--- src/rtl/vga_csync_gen_if.sv ---
// Sync bundle between the video timing source and the composite sync generator.
interface vga_csync_gen_if;
  logic hsync_in;
  logic vsync_in;
  logic hsync;
  logic vsync;
  logic csync;
  logic lock;

  modport master (output hsync_in, vsync_in, input hsync, vsync, csync, lock);
  modport slave  (input hsync_in, vsync_in, output hsync, vsync, csync, lock);
endinterface

--- src/rtl/vga_csync_gen.sv ---
// Composite sync generator with line/hsync-width measurement and vsync serration.
// Two-clock latency from hsync_in/vsync_in to hsync/vsync/csync.
module vga_csync_gen #(
  parameter int       CW      = 12,
  parameter logic     HS_POL  = 1'b0,
  parameter logic     VS_POL  = 1'b0,
  parameter int       SERR_EN = 1
) (
  input logic            clk,
  input logic            reset,
  vga_csync_gen_if.slave bus
);

  localparam logic [CW-1:0] CMAX = '1;

  logic          hs, vs;
  logic [CW-1:0] hcnt, hcnt_nxt;
  logic [CW-1:0] line_len, hs_width;
  logic          seen, valid;
  logic          hs_n, vs_n, rise, fall, sat;
  logic [CW+1:0] len_new, min_len;
  logic          len_ok;
  logic          cs;
  logic          hsync_q, vsync_q, csync_q;

  // Edges are detected against the incoming sample so hcnt is 0 in the
  // same stage-1 cycle where hs first reads high.
  assign hs_n = (bus.hsync_in == HS_POL);
  assign vs_n = (bus.vsync_in == VS_POL);
  assign rise = hs_n & ~hs;
  assign fall = ~hs_n & hs;
  assign sat  = (hcnt == CMAX);

  assign len_new = {2'b00, hcnt} + 1'b1;
  assign min_len = {1'b0, hs_width, 1'b0} + 2'd2;
  assign len_ok  = (len_new >= min_len);

  always_comb begin
    hcnt_nxt = hcnt + 1'b1;
    if (rise)
      hcnt_nxt = '0;
    else if (sat)
      hcnt_nxt = hcnt;
  end

  always_ff @(posedge clk or posedge reset) begin
    if (reset) begin
      hs       <= 1'b0;
      vs       <= 1'b0;
      hcnt     <= '0;
      line_len <= '0;
      hs_width <= '0;
      seen     <= 1'b0;
      valid    <= 1'b0;
    end else begin
      hs   <= hs_n;
      vs   <= vs_n;
      hcnt <= hcnt_nxt;
      if (fall && !sat)
        hs_width <= hcnt + 1'b1;
      if (rise) begin
        seen <= 1'b1;
        if (!sat) begin
          line_len <= hcnt + 1'b1;
          if (seen)
            valid <= len_ok;
        end
      end else if (hcnt_nxt == CMAX) begin
        seen  <= 1'b0;
        valid <= 1'b0;
      end
    end
  end

  // Serration gap is the last hs_width clocks of the line; the add form
  // avoids underflow while line_len/hs_width are mid-update.
  always_comb begin
    cs = hs | vs;
    if ((SERR_EN != 0) && valid && vs)
      cs = (({1'b0, hcnt} + {1'b0, hs_width}) < {1'b0, line_len});
  end

  always_ff @(posedge clk or posedge reset) begin
    if (reset) begin
      hsync_q <= 1'b1;
      vsync_q <= 1'b1;
      csync_q <= 1'b1;
    end else begin
      hsync_q <= ~hs;
      vsync_q <= ~vs;
      csync_q <= ~cs;
    end
  end

  assign bus.hsync = hsync_q;
  assign bus.vsync = vsync_q;
  assign bus.csync = csync_q;
  assign bus.lock  = valid;

endmodule

--- src/flat_wrapper.sv ---
// flat-port wrapper written by rule: the top's interface ports become plain ports
module vga_csync_gen_flat 
#(
  parameter int       CW      = 12,
  parameter logic     HS_POL  = 1'b0,
  parameter logic     VS_POL  = 1'b0,
  parameter int       SERR_EN = 1
)
  (clk, reset, bus_hsync_in, bus_vsync_in, bus_hsync, bus_vsync, bus_csync, bus_lock);
  vga_csync_gen_if bus_i ();
  input logic clk;
  input logic reset;
  input wire logic [$bits(bus_i.hsync_in)-1:0] bus_hsync_in;
  input wire logic [$bits(bus_i.vsync_in)-1:0] bus_vsync_in;
  output wire logic [$bits(bus_i.hsync)-1:0] bus_hsync;
  output wire logic [$bits(bus_i.vsync)-1:0] bus_vsync;
  output wire logic [$bits(bus_i.csync)-1:0] bus_csync;
  output wire logic [$bits(bus_i.lock)-1:0] bus_lock;
  assign bus_i.hsync_in = bus_hsync_in;
  assign bus_i.vsync_in = bus_vsync_in;
  assign bus_hsync = bus_i.hsync;
  assign bus_vsync = bus_i.vsync;
  assign bus_csync = bus_i.csync;
  assign bus_lock = bus_i.lock;
  vga_csync_gen #(.CW(CW), .HS_POL(HS_POL), .VS_POL(VS_POL), .SERR_EN(SERR_EN)) u_core (.clk(clk), .reset(reset), .bus(bus_i));
endmodule
--- config.mk ---
export PLATFORM = sky130hd
export DESIGN_NAME = vga_csync_gen_flat
export DESIGN_NICKNAME = d
export VERILOG_FILES = /design/src/rtl/vga_csync_gen_if.sv /design/src/rtl/vga_csync_gen.sv /design/src/flat_wrapper.sv
export SDC_FILE = /design/constraint.sdc
export NUM_CORES = 1
export LEC_CHECK = 0
export CORE_MARGIN = 4
export CORE_UTILIZATION = 62
export CTS_CLUSTER_SIZE = 10
export DETAILED_ROUTE_END_ITERATION = 10
export PLACE_DENSITY = 0.86
export SYNTH_ARGS = -nofsm -noshare
export SYNTH_HDL_FRONTEND = slang
export SYNTH_SLANG_ARGS = --single-unit
--- constraint.sdc ---
create_clock -name clk -period 3.6 [get_ports clk]
set_input_delay 0.72 -clock clk [delete_from_list [all_inputs] [get_ports clk]]
set_output_delay 0.72 -clock clk [all_outputs]
set_load 0.05 [all_outputs]
* After elaboration in Yosys (flattened, before gate mapping)
Index checks and enable logic that the tools add are counted.
** Cells by class
- Add/subtract/negate cells :: 4
- Order comparisons :: 2
- Eq/ne operators :: 4
- Multiplexer cells :: 8
- Bitwise gates (word level) :: 9
- Reductions and logical operators :: 6
** Operator list (number)
- $eq A12 B12 Y1 const B :: 2
- $mux W12 :: 2
- $add A13 B2 Y14 const B :: 1
- $ge A14 B14 Y1 :: 1
- $add A12 B1 Y13 const B :: 1
- $add A12 B12 Y13 :: 1
- $lt A13 B12 Y1 :: 1
- $add A12 B1 Y12 const B :: 1
- $mux W1 :: 6
- $not A1 Y1 :: 6
- $reduce_and A3 Y1 :: 1
- $and A1 B1 Y1 :: 2
- $logic_and A1 B1 Y1 :: 2
- $ne A2 B1 Y1 const B :: 1
- $ne A2 B2 Y1 const B :: 1
- $reduce_and A2 Y1 :: 1
- $reduce_bool A2 Y1 :: 1
- $logic_not A1 Y1 :: 1
- $or A1 B1 Y1 :: 1
** Storage, ports and cells
- Register bits after elaboration :: 43
- Bits of input ports :: 4
- Output and inout port bits :: 4

* Longest topological paths before layout
Gate-level depths: netlist (run 1).
- Word-level depth :: 6
- Mapped depth :: 15
- Gate-level depth less buffers :: 15

* Least setup slack after synthesis (run 1)
OpenSTA, ideal clock, no wires.
- Path kind :: register -> register
- Start :: register u_core.hs_width[0]
- End :: register u_core.csync_q, in the netlist u_core.bus.csync
- Data arrival time :: 2.675 ns
- Path slack :: 0.836 ns
- Cell stages (with the launch flop) :: 14
- Buffers on the path :: 0
- Cells stage by stage :: dfrtp_1 -> ha_1 -> inv_1 -> fa_1 -> inv_1 -> a21o_1 -> a21oi_1 -> o211ai_1 -> nand2_1 -> a311o_1 -> ha_1 -> a21o_1 -> a221oi_1 -> a31oi_1
** Between the ends
- Longest elaborated chain between the ends :: 4
** RTL lines
- start, declared :: line vga_csync_gen.sv:18 : logic [CW-1:0] line_len, hs_width;
- start signal, assigned :: line vga_csync_gen.sv:60 : hs_width <= hcnt + 1'b1;
- $add A12 B12 Y13 :: line vga_csync_gen.sv:80 : cs = (({1'b0, hcnt} + {1'b0, hs_width}) < {1'b0, line_len});
- $lt A13 B12 Y1 :: line vga_csync_gen.sv:80
- $mux W1 :: line vga_csync_gen.sv:79 : if ((SERR_EN != 0) && valid && vs)
- $not A1 Y1 :: line vga_csync_gen.sv:91 : csync_q <= ~cs;
- end signal, assigned :: line vga_csync_gen.sv:91
- end, declared :: line vga_csync_gen.sv:24 : logic hsync_q, vsync_q, csync_q;
No other way between the ends.
A chain may end at the register's enable or synchronous reset.

* Worst setup path in the final report (run 1)
- Start :: register u_core.hcnt[0]
- End :: register u_core.csync_q, in the netlist u_core.bus.csync
** Between the ends
- Longest elaborated chain between the ends :: 4
** RTL lines
- start, declared :: line vga_csync_gen.sv:17 : logic [CW-1:0] hcnt, hcnt_nxt;
- start signal, assigned :: line vga_csync_gen.sv:58 : hcnt <= hcnt_nxt;
- $add A12 B12 Y13 :: line vga_csync_gen.sv:80
- $lt A13 B12 Y1 :: line vga_csync_gen.sv:80
- $mux W1 :: line vga_csync_gen.sv:79
- $not A1 Y1 :: line vga_csync_gen.sv:91
No other way between the ends.

==> key figures, run 1 <==
Status
  – Outcome: complete, no violations

Setup path
  – Worst path slowest cell: dfrtp_1
  – WP data required: 3830 ps
  – Worst Reg-to-Reg Cells: 13
  – Crit path max fanout: 12
  – CP startpoint kind: flop
  – Endpoint class of the critical path: flop
  – Bufs and invs on worst path: 2
  – WS Path Type: flop to flop
  – R2R Path End: u_core.bus.csync
  – Reg2reg start: u_core.hcnt[0]
  – Worst path cell trace: ha_1 > inv_1 > fa_1 > inv_1 > a21o_1 > a21oi_1 > o211ai_1 > nand2_1 > a311o_1 > ha_1 > a21o_1 > a221oi_1 > a31oi_1
  – CP top delay family: compound AO/OA/AOI/OAI gates
  – WP data arrival: 3480 ps
  – R2r setup slk: 350 ps
  – Max stage delay on crit path: 560 ps

Clock tree
  – CTS Buf Count: 5
  – Maximum clock insertion buffer count: 2
  – Setup Buffers After CTS: 0
  – CTS tree: done
  – Resized Gates After CTS: 0
  – CTS Sinks: 43
  – Htree depth: 2
  – Hold_buf cts: 0
  – Clk slew on worst S/H paths: 90 ps
  – Root Buffer: clkbuf_8
  – Skew-Pair Late Insertion Delay: 310 ps

Floorplanning
  – Core area: 0.00475 mm²
  – Std cell rows: 25
  – Die ar.: 0.00610 mm²
  – Starting Density: 64.1%
  – Die X: 78.1 µm
  – Die H: 78.1 µm
  – IO Pins: 8

STA
  – Final worst-path cycle share: 90.3%
  – Clock Skew: 7.59 ps
  – Setup_tns: 0 ps
  – Worst Slack Setup Final: 350 ps
  – Final setup violation count: 0
  – Hold Vio Cnt, Final: 0
  – Final Critical Period: 3250 ps
  – RSZ-0062 raised after global routing: false
  – Worst slew margin: 39.7%
  – Slew @ Worst Pin: 904 ps
  – Fmax: 308 MHz
  – Slew Viols, Final: 0

Placed design
  – Placed Instances: 420
  – PortBufs: 7
  – Area post-placement: 0.00320 mm²
  – DP Worst Slack: 399 ps
  – DP HPWL: 5130 µm
  – Placer Congestion: 0.906

Pwr
  – P_leak: 1.58 nW
  – Cell Int Power: 0.00106 W
  – Switch share: 38.2%
  – Combinational Power Share: 40.1%
  – Clock power frac: 22.4%
  – Seq pwr share: 37.6%
  – P per Cell Area: 519 mW/mm²
  – Design Power: 0.00172 W
  – Worst vdd ir: 0.342 mV
  – Switching power: 0.000658 W

Global route
  – Grt total ovfl: 0
  – GRT Total Usage: 24.5%
  – Largest net degree at the start of global routing: 44
  – Vias in the first global route: 2562
  – Initial antenna violation count: 0
  – First-pass GRT wire length: 11800 µm

Logic synthesis
  – Asr flop ratio synth: 100%
  – Primary FF master, synth: dfrtp_1
  – Syn avg cell area: 8.70 µm²
  – Syn. warnings: 0
  – Seq/Total Area, Yosys: 35.5%
  – EDFF count, synth: 0
  – Cell count after synthesis: 350
  – Mapped Area: 0.00305 mm²
  – Post-synth net total: 392
  – Synth unique cells: 47
  – #FFs+latches synth: 43

Finish
  – Layout Nets: 402
  – Fin area: 0.00331 mm²
  – Share of layout cells above drive strength 1: 6.09%
  – Area Growth Syn to Fin: 8.75%
  – Non-Filler Instances: 428
  – # diodes: 0
  – Filler cells: 373

Detailed routing
  – Detail Route Antenna Nets: 0
  – DRC: 0
  – Vias per std cell: 6.02
  – Wire length per cell: 16.1 µm
  – Vias: 2576
  – Initial DRC Count: 142
  – Final WL: 6890 µm
  – DR pass1 iterations: 5

Hold path
  – Hold crit path type: flop to flop
  – Hold Crit Depth: 1
  – Hold Path Origin: u_core.hs
  – Hold EP: u_core.bus.hsync

Job
  – Max Cap Viol: 0
==> logic make-up (layout without fill, tap and decap cells) <==
kind of cell,after synthesis,after routing,share of synthesized area [%]
XOR/XNOR,30,30,8.63
adder cells (fa/ha/maj),38,38,15.9
multiplexers,1,1,0.329
flip-flops,43,43,35.5
buffers and inverters,45,56,5.59
AO/OA/AOI/OAI,84,84,17.1
AND/OR/NAND/NOR,109,109,17.0
==> how the worst max path moves through the flow <==
stage / start / endpoint / slack, ps / cells after the start
after global routing: u_core.hcnt[0] / u_core.bus.csync / 90 / 13
final: u_core.hcnt[0] / u_core.bus.csync / 350 / 13
after detailed placement: u_core.hcnt[0] / u_core.bus.lock / 400 / 11
after floorplan: u_core.hs_width[0] / u_core.bus.csync / 840 / 13
after global placement: u_core.hcnt[0] / u_core.bus.csync / 500 / 13
after CTS: u_core.hcnt[0] / u_core.bus.lock / 380 / 11
==> metal layers <==
| metal | vias up | global-route usage [%] | share of wire [%] |
|---|---|---|---|
| met3 | 19 | 4.93 | 6.6 |
| met2 | 105 | 39.0 | 46 |
| li1 | 1239 | - | - |
| met5 | - | 0 | 0 |
| met4 | 0 | 11.5 | 2.8 |
| met1 | 1213 | 32.1 | 45 |
==> metrics by stage <==
step / utilization (%) / hold slack (ps)
floorplan: - / 393
global placement: 67.3 / 425
detailed placement: 67.3 / 427
CTS: 69.7 / 440
global route: 69.7 / 474
finish: 69.7 / 442
==> final cells by class <==
cell class	instances	area (µm²)	area share, %
Multi-Input combinational cell	262	1800	54.4
Clock buffer	5	68.8	2.08
Tap cell	67	83.8	2.53
Timing Repair Buffer	10	92.6	2.80
Sequential cell	43	1080	32.6
Clock inverter	3	43.8	1.32
Inverter	38	143	4.31
==> sequential cells by signal, summed over array words and instances, names as in the netlist <==
signal,cells
u_core.bus.vsync,1
u_core.line_len,12
u_core.seen,1
u_core.bus.hsync,1
u_core.hs_width,12
u_core.vs,1
u_core.bus.csync,1
u_core.hcnt,12
u_core.hs,1
u_core.bus.lock,1
==> power groups by stage <==
stage | Clock, W | Sequential, W | Combinational [W]
finish | 0.000385 | 0.000646 | 0.000689
global route | 0.000406 | 0.000657 | 0.000778
CTS | 0.000387 | 0.000643 | 0.000682
detailed placement | 0 | 0.000653 | 0.000668
global placement | 0 | 0.000648 | 0.000635
floorplan | 0 | 0.000631 | 0.000522
==> synthesized netlist by cell type (all sizes together), types with 3 or more instances <==
cell    count  area, µm²
dfrtp      40       1000
inv        38        143
ha         37        463
a21oi      33        165
nand2      33        124
nor2       31        116
o21ai      20        100
xnor2      19        166
nand3      14       75.1
xor2       11       96.3
a21o        8       61.3
nor3        8       45.0
and3        7       43.8
clkbuf      6       22.5
nand4       5       31.3
dfstp       3       78.8
==> placed cells by master, fill, tap and decap left out, types with 3 or more instances in the layout <==
cell type | netlist | layout
inv_1 | 38 | 37
xnor2_1 | 19 | 19
nor3_1 | 7 | 6
clkbuf_8 | 0 | 5
o21ai_0 | 20 | 20
a21oi_1 | 33 | 33
dfrtp_1 | 40 | 40
and3_1 | 7 | 7
clkdlybuf4s50_1 | 0 | 7
buf_4 | 0 | 3
nor2_1 | 31 | 31
ha_1 | 37 | 37
xor2_1 | 11 | 11
a21o_1 | 7 | 7
nand3_1 | 13 | 13
nand2_1 | 33 | 33
nand4_1 | 5 | 5
dfstp_2 | 3 | 3
Note: power is estimated with default switching activity, not from simulation.
==> run 2, diff against run 1 <==
- CAP_MARGIN: default -> 20
- SLEW_MARGIN: default -> 5
==> results of run 2 <==
Final layout, timing and power as in run 1 (identical DEF).
